===== src/rtl/arb_pkg.sv =====
// Shared types and helpers for the memory request arbiter.
// The FSM state encoding and the requester-index width calculation live here.
package arb_pkg;

   typedef enum logic [1:0] {
      IDLE  = 2'd0,
      ISSUE = 2'd1,
      WAIT  = 2'd2
   } arb_state_e;

   // Index width must never collapse to zero for a single requester.
   function automatic int idx_width(input int n);
      return (n > 1) ? $clog2(n) : 1;
   endfunction

endpackage


===== src/rtl/rr_picker.sv =====
// Combinational round-robin picker.
// It scans from rr_ptr upward and wraps at NUM_REQ, which does not have to be a power of two.
module rr_picker
   import arb_pkg::*;
#(
   parameter int NUM_REQ = 2,
   localparam int IDX_W  = idx_width(NUM_REQ)
) (
   input  logic [NUM_REQ-1:0] req_valid,
   input  logic [IDX_W-1:0]   rr_ptr,
   output logic               any_valid,
   output logic [IDX_W-1:0]   winner
);

   // Scan offsets from far to near so the candidate nearest rr_ptr is the last one written.
   always_comb begin
      any_valid = 1'b0;
      winner    = '0;
      for (int off = NUM_REQ - 1; off >= 0; off--) begin
         int cand;
         cand = int'(rr_ptr) + off;
         if (cand >= NUM_REQ) begin
            cand = cand - NUM_REQ;
         end else begin
            cand = cand;
         end
         if (req_valid[cand]) begin
            any_valid = 1'b1;
            winner    = IDX_W'(cand);
         end else begin
            any_valid = any_valid;
         end
      end
   end

endmodule


===== src/rtl/mem_req_arbiter.sv =====
// Round-robin arbiter that shares one memory port between NUM_REQ requesters.
// It keeps exactly one transaction in flight and routes each response back to the requester that issued it.
module mem_req_arbiter
   import arb_pkg::*;
#(
   parameter int NUM_REQ    = 2,
   parameter int ADDR_WIDTH = 32,
   parameter int LINE_WIDTH = 128
) (
   input  logic                          clk,
   input  logic                          reset,
   input  logic [NUM_REQ-1:0]            req_valid,
   input  logic [NUM_REQ*ADDR_WIDTH-1:0] req_addr,
   input  logic [NUM_REQ-1:0]            req_write,
   input  logic [NUM_REQ*LINE_WIDTH-1:0] req_wdata,
   output logic [NUM_REQ-1:0]            req_ready,
   output logic [NUM_REQ-1:0]            rsp_valid,
   output logic [LINE_WIDTH-1:0]         rsp_data,
   output logic                          mem_req_valid,
   input  logic                          mem_req_ready,
   output logic [ADDR_WIDTH-1:0]         mem_req_addr,
   output logic                          mem_req_write,
   output logic [LINE_WIDTH-1:0]         mem_req_wdata,
   input  logic                          mem_rsp_valid,
   input  logic [LINE_WIDTH-1:0]         mem_rsp_data,
   output logic                          busy
);

   localparam int IDX_W = idx_width(NUM_REQ);

   arb_state_e            state_r;
   arb_state_e            state_nxt_s;
   logic [IDX_W-1:0]      rr_ptr_r;
   logic [IDX_W-1:0]      idx_r;
   logic [ADDR_WIDTH-1:0] addr_r;
   logic                  write_r;
   logic [LINE_WIDTH-1:0] wdata_r;

   logic                  any_valid_s;
   logic [IDX_W-1:0]      winner_s;
   logic                  grant_s;
   logic                  rsp_fire_s;
   logic [ADDR_WIDTH-1:0] sel_addr_s;
   logic                  sel_write_s;
   logic [LINE_WIDTH-1:0] sel_wdata_s;

   rr_picker #(
      .NUM_REQ (NUM_REQ)
   ) u_rr_picker (
      .req_valid (req_valid),
      .rr_ptr    (rr_ptr_r),
      .any_valid (any_valid_s),
      .winner    (winner_s)
   );

   // Select the winning requester's payload for latching.
   always_comb begin
      sel_addr_s  = '0;
      sel_write_s = 1'b0;
      sel_wdata_s = '0;
      for (int i = 0; i < NUM_REQ; i++) begin
         if (winner_s == IDX_W'(i)) begin
            sel_addr_s  = req_addr[i*ADDR_WIDTH +: ADDR_WIDTH];
            sel_write_s = req_write[i];
            sel_wdata_s = req_wdata[i*LINE_WIDTH +: LINE_WIDTH];
         end else begin
            sel_write_s = sel_write_s;
         end
      end
   end

   // Next-state logic and the combinational grant and response strobes.
   always_comb begin
      state_nxt_s   = state_r;
      req_ready     = '0;
      rsp_valid     = '0;
      rsp_data      = '0;
      mem_req_valid = 1'b0;
      busy          = 1'b0;
      grant_s       = 1'b0;
      rsp_fire_s    = 1'b0;
      case (state_r)
         IDLE: begin
            if (any_valid_s) begin
               grant_s     = 1'b1;
               state_nxt_s = ISSUE;
               for (int i = 0; i < NUM_REQ; i++) begin
                  req_ready[i] = (winner_s == IDX_W'(i));
               end
            end else begin
               state_nxt_s = IDLE;
            end
         end
         ISSUE: begin
            busy          = 1'b1;
            mem_req_valid = 1'b1;
            if (mem_req_ready) begin
               state_nxt_s = WAIT;
            end else begin
               state_nxt_s = ISSUE;
            end
         end
         WAIT: begin
            busy     = 1'b1;
            rsp_data = mem_rsp_data;
            if (mem_rsp_valid) begin
               rsp_fire_s  = 1'b1;
               state_nxt_s = IDLE;
               for (int i = 0; i < NUM_REQ; i++) begin
                  rsp_valid[i] = (idx_r == IDX_W'(i));
               end
            end else begin
               state_nxt_s = WAIT;
            end
         end
         default: begin
            state_nxt_s = IDLE;
         end
      endcase
   end

   // State register.
   always_ff @(posedge clk) begin
      if (reset) begin
         state_r <= IDLE;
      end else begin
         state_r <= state_nxt_s;
      end
   end

   // Latch the granted request and advance the round-robin pointer past the requester just served.
   always_ff @(posedge clk) begin
      if (reset) begin
         rr_ptr_r <= '0;
         idx_r    <= '0;
         addr_r   <= '0;
         write_r  <= 1'b0;
         wdata_r  <= '0;
      end else begin
         if (grant_s) begin
            idx_r   <= winner_s;
            addr_r  <= sel_addr_s;
            write_r <= sel_write_s;
            wdata_r <= sel_wdata_s;
         end else begin
            idx_r   <= idx_r;
         end
         if (rsp_fire_s) begin
            rr_ptr_r <= (idx_r == IDX_W'(NUM_REQ - 1)) ? '0 : idx_r + IDX_W'(1);
         end else begin
            rr_ptr_r <= rr_ptr_r;
         end
      end
   end

   assign mem_req_addr  = addr_r;
   assign mem_req_write = write_r;
   assign mem_req_wdata = wdata_r;

endmodule


===== config.mk =====
export PLATFORM = sky130hd
export DESIGN_NAME = mem_req_arbiter
export DESIGN_NICKNAME = d
export VERILOG_FILES = /design/src/rtl/arb_pkg.sv /design/src/rtl/rr_picker.sv /design/src/rtl/mem_req_arbiter.sv
export SDC_FILE = /design/constraint.sdc
export NUM_CORES = 1
export LEC_CHECK = 0
export CAP_MARGIN = 20
export CORE_AREA = 2 2 291 293
export DETAILED_ROUTE_END_ITERATION = 6
export DIE_AREA = 0 0 293 295
export SETUP_SLACK_MARGIN = 0.1
export SYNTH_ARGS = -nofsm -noshare
export SYNTH_HDL_FRONTEND = slang
export SYNTH_SLANG_ARGS = --single-unit
export TNS_END_PERCENT = 5

===== constraint.sdc =====
create_clock -name clk -period 2.46 [get_ports clk]
set_input_delay 0.492 -clock clk [delete_from_list [all_inputs] [get_ports clk]]
set_output_delay 0.492 -clock clk [all_outputs]
set_load 0.02 [all_outputs]

==> metrics.txt <==
# TYPE chip_impl_metric gauge
chip_impl_metric{name="clock-sinks",unit=""} 165
chip_impl_metric{name="initial_core_util",unit="%"} 9.190
chip_impl_info{name="startpoint_type",value="flip-flop"} 1
chip_impl_metric{name="cts_max_path_buffers",unit=""} 2
chip_impl_info{name="status",value="finished clean"} 1
chip_impl_metric{name="syn-num-nets",unit=""} 1250
chip_impl_metric{name="yosysWarnings",unit=""} 0
chip_impl_metric{name="skew",unit="ns"} 0.02496
chip_impl_metric{name="vias_per_cell",unit=""} 3.591
chip_impl_info{name="synthTopCellsByArea",value="sky130_fd_sc_hd__dfxtp_1 (43%), sky130_fd_sc_hd__a221o_1 (18%), sky130_fd_sc_hd__nor3b_1 (13%)"} 1
chip_impl_metric{name="pin_count_of_the_biggest_net_entering_global_routing",unit=""} 85
chip_impl_metric{name="dieArea",unit="um^2"} 86440
chip_impl_metric{name="seq_area_frac_synth",unit="%"} 43.22
chip_impl_metric{name="timing.fmax",unit="MHz"} 420.6
chip_impl_metric{name="yosysUniqueCellTypes",unit=""} 25
chip_impl_metric{name="post_dp_cell_area",unit="um^2"} 16830
chip_impl_info{name="synth.largest_area_cell",value="sky130_fd_sc_hd__dfxtp_1"} 1
chip_impl_metric{name="die_x",unit="um"} 293
chip_impl_metric{name="static-leakage-power",unit="nW"} 6.336
chip_impl_info{name="holdCritPathClass",value="primary input to flip-flop"} 1
chip_impl_metric{name="final_hold_viol_count",unit=""} 0
chip_impl_metric{name="setup_violations",unit=""} 0
chip_impl_metric{name="cts.hold.buffers_added",unit=""} 0
chip_impl_metric{name="antenna_violating_nets_post_route",unit=""} 0
chip_impl_metric{name="io_buffer_count",unit=""} 750
chip_impl_metric{name="synthesis.area",unit="um^2"} 7642
chip_impl_metric{name="worst-endpoint-arrival",unit="ns"} 1.89
chip_impl_metric{name="synth-seq-cells",unit=""} 165
chip_impl_metric{name="detailed_place_hpwl",unit="um"} 40160
chip_impl_metric{name="drv_cap",unit=""} 0
chip_impl_metric{name="final_period_minus_worst_setup_slack",unit="ns"} 2.377
chip_impl_metric{name="power.ir.vdd_worst",unit="uV"} 506.8
chip_impl_metric{name="share_of_cells_above_drive_strength_1",unit="%"} 15.64
chip_impl_metric{name="core.rowCount",unit=""} 106
chip_impl_metric{name="required",unit="ns"} 1.97
chip_impl_metric{name="drt_wl_total",unit="um"} 50110
chip_impl_metric{name="timing.max_slew.rel_slack",unit="%"} 59.40
chip_impl_metric{name="cellPowerDensity",unit="nW/um^2"} 529.2
chip_impl_metric{name="worst_pin_slew",unit="ns"} 0.6071
chip_impl_metric{name="routed-via-count",unit=""} 9416
chip_impl_metric{name="area_delta_synth_final",unit="%"} 125.6
chip_impl_metric{name="postSynthCellCount",unit=""} 790
chip_impl_info{name="rsz0062_at_grt",value="yes"} 1
chip_impl_metric{name="cts_buffers",unit=""} 17
chip_impl_info{name="worst_setup_path_end_kind",value="output port"} 1
chip_impl_metric{name="placeableCoreArea",unit="um^2"} 83160
chip_impl_metric{name="final.hold.worst_slack",unit="ns"} 0.4905
chip_impl_metric{name="top_level_ports",unit=""} 751
chip_impl_info{name="setup.worst_path.class",value="flip-flop to output port"} 1
chip_impl_info{name="clockRootBuffer",value="sky130_fd_sc_hd__clkbuf_16"} 1
chip_impl_metric{name="synth_area_per_cell",unit="um^2"} 9.674
chip_impl_metric{name="detail_route.wl_per_cell",unit="um"} 19.11
chip_impl_metric{name="grt_pass1_vias",unit=""} 9513
chip_impl_metric{name="finalWeightedCongestion",unit=""} 0.9538
chip_impl_metric{name="clkSlewWorstSetupHoldPaths",unit="ns"} 0.08
chip_impl_metric{name="crit_path_max_fanout",unit=""} 25
chip_impl_metric{name="chipHeight",unit="um"} 295
chip_impl_metric{name="synth_top_cell_area_share",unit="%"} 43.22
chip_impl_metric{name="route.detailed.drc",unit=""} 0
chip_impl_metric{name="clock_network_latency_to_the_later_pin_of_the_worst_skew_pair",unit="ns"} 0.48
chip_impl_metric{name="fillerInstances",unit=""} 9134
chip_impl_metric{name="initialDrtViolationCount",unit=""} 438
chip_impl_metric{name="drv_slew",unit=""} 0
chip_impl_metric{name="postLayoutCellArea",unit="um^2"} 17240
chip_impl_metric{name="cts_max_level",unit=""} 4
chip_impl_info{name="tritoncts",value="yes"} 1
chip_impl_metric{name="min_period_over_period",unit="%"} 96.64
chip_impl_metric{name="grtUsageTotal",unit="%"} 11.11
chip_impl_metric{name="antenna_violations_before_repair",unit=""} 4
chip_impl_metric{name="detail_route.first_pass.iterations",unit=""} 4
chip_impl_metric{name="grt-ovfl-total",unit=""} 0
chip_impl_metric{name="grt_pass1_wl",unit="um"} 69690
chip_impl_metric{name="final_nets",unit=""} 1988
## path summary, 6_finish.rpt
path | from | to | slack, ns | cells past startpoint
worst max register to register | state_r[0] | mem_req_wdata[36] | 0.36 | 7
worst max-delay path | state_r[0] | rsp_data[71] | 0.08 | 6
worst min register to register | mem_req_wdata[123] | mem_req_wdata[123] | 0.50 | 2
worst min-delay path | reset | idx_r | 0.49 | 3
## power breakdown
group          switching [mW]  internal, mW
clock                    1.32          1.64
combinational            1.36          1.68
sequential              0.162          2.96
total                    2.84          6.28
## final cells by class
class / count / area, um^2 / area share [%]
Antenna cell: 1 / 2.502 / 0.01451
Tap cell: 1080 / 1351 / 7.836
Inverter: 6 / 22.52 / 0.1306
Sequential cell: 165 / 3306 / 19.17
Clock buffer: 20 / 446.7 / 2.590
Clock inverter: 12 / 167.7 / 0.9723
Timing Repair Buffer: 812 / 7975 / 46.25
Multi-Input combinational cell: 526 / 3973 / 23.04
## worst max-delay path: stages, from the launching register on
cell and delay (ns):
sky130_fd_sc_hd__dfxtp_2 0.34, sky130_fd_sc_hd__inv_2 0.08, sky130_fd_sc_hd__ha_4 0.18, sky130_fd_sc_hd__buf_12 0.13, sky130_fd_sc_hd__buf_16 0.15, sky130_fd_sc_hd__and2_2 0.30, sky130_fd_sc_hd__buf_4 0.19
## state kept, by name, summed over array words and instances, names as in the netlist
register and count:
mem_req_addr 32, state_r 2, rr_ptr_r 1, mem_req_wdata 128
mem_req_write 1, idx_r 1
## cells in the mapped netlist
cell                       number
sky130_fd_sc_hd__a211oi_2       1
sky130_fd_sc_hd__a21oi_1        3
sky130_fd_sc_hd__a221o_1      135
sky130_fd_sc_hd__a22oi_1        1
sky130_fd_sc_hd__a311oi_1      26
sky130_fd_sc_hd__a32oi_1        1
sky130_fd_sc_hd__and2_1       128
sky130_fd_sc_hd__and3_1         2
sky130_fd_sc_hd__buf_1          3
sky130_fd_sc_hd__buf_2         29
sky130_fd_sc_hd__clkbuf_1      61
sky130_fd_sc_hd__dfxtp_1      165
sky130_fd_sc_hd__ha_1           4
sky130_fd_sc_hd__inv_1          5
sky130_fd_sc_hd__inv_2          1
sky130_fd_sc_hd__nand2_1        1
sky130_fd_sc_hd__nand2b_1       2
sky130_fd_sc_hd__nand3_1       26
sky130_fd_sc_hd__nor2_1        28
sky130_fd_sc_hd__nor2b_1        1
sky130_fd_sc_hd__nor3_1         3
sky130_fd_sc_hd__nor3_4         1
sky130_fd_sc_hd__nor3b_1      135
sky130_fd_sc_hd__o21a_1         1
sky130_fd_sc_hd__o21ai_0       27
## through the flow
stage	setup TNS, ns	power [mW]	std cells	setup slack [ns]	util (%)
after floorplan	0	4.290	790	0.5620	-
after detailed placement	-0.1182	6.243	2585	-0.09491	20.24
after global placement	-0.1791	6.240	2585	-0.1043	20.24
after CTS	-0.006928	9.319	2621	-0.006928	20.74
after global routing	0	9.533	2621	0.01008	20.73
final	0	9.125	2622	0.08267	20.74
## repair_timing
| action | 4_1_cts | 5_1_grt |
|---|---|---|
| resized for setup | 483 | 4 |
| setup endpoints to repair | 129 | 43 |
| pin swaps | 1 | 0 |
| setup buffers | 2 | 0 |
| endpoints found under the hold margin | 0 | 0 |
| gates cloned | 2 | 0 |
## placed cells by master (no fill, tap or decap), types with 2 or more instances in the layout
cell and count:
sky130_fd_sc_hd__o21ai_0 27, sky130_fd_sc_hd__clkinv_4 2, sky130_fd_sc_hd__dfxtp_2 2, sky130_fd_sc_hd__dfxtp_1 163, sky130_fd_sc_hd__inv_1 4, sky130_fd_sc_hd__clkinvlp_4 3
sky130_fd_sc_hd__a221o_1 135, sky130_fd_sc_hd__nor3b_1 135, sky130_fd_sc_hd__nand2b_1 2, sky130_fd_sc_hd__nor3_1 3, sky130_fd_sc_hd__buf_4 45, sky130_fd_sc_hd__and3_1 2
sky130_fd_sc_hd__nor2_1 28, sky130_fd_sc_hd__ha_1 2, sky130_fd_sc_hd__a311oi_1 26, sky130_fd_sc_hd__clkdlybuf4s50_1 616, sky130_fd_sc_hd__and2_4 2, sky130_fd_sc_hd__inv_2 2
sky130_fd_sc_hd__and2_1 121, sky130_fd_sc_hd__buf_2 77, sky130_fd_sc_hd__bufinv_16 3, sky130_fd_sc_hd__a21oi_1 3, sky130_fd_sc_hd__nand3_1 26, sky130_fd_sc_hd__clkdlybuf4s15_2 43
sky130_fd_sc_hd__clkbuf_1 2, sky130_fd_sc_hd__buf_16 2, sky130_fd_sc_hd__buf_6 4, sky130_fd_sc_hd__clkbuf_16 17, sky130_fd_sc_hd__and2_2 5, sky130_fd_sc_hd__inv_6 3
sky130_fd_sc_hd__buf_12 23
## logic make-up after synthesis
logic type | after synthesis | share of synthesized area, %
AO/OA/AOI/OAI | 195 | 23.10
adder cells (fa/ha/maj) | 4 | 0.6549
flip-flops | 165 | 43.22
buffers and inverters | 99 | 5.337
AND/OR/NAND/NOR | 327 | 27.68
## per-layer routing
layer | vias to the layer above | GRT usage, % | part of all wire (%)
met5 | - | 0 | 0
met1 | 4490 | 14.93 | 46
met2 | 441 | 17.34 | 45
li1 | 4462 | - | -
met4 | 0 | 2.752 | 1.1
met3 | 23 | 3.270 | 7.6
(Power assumes the default switching activity.)
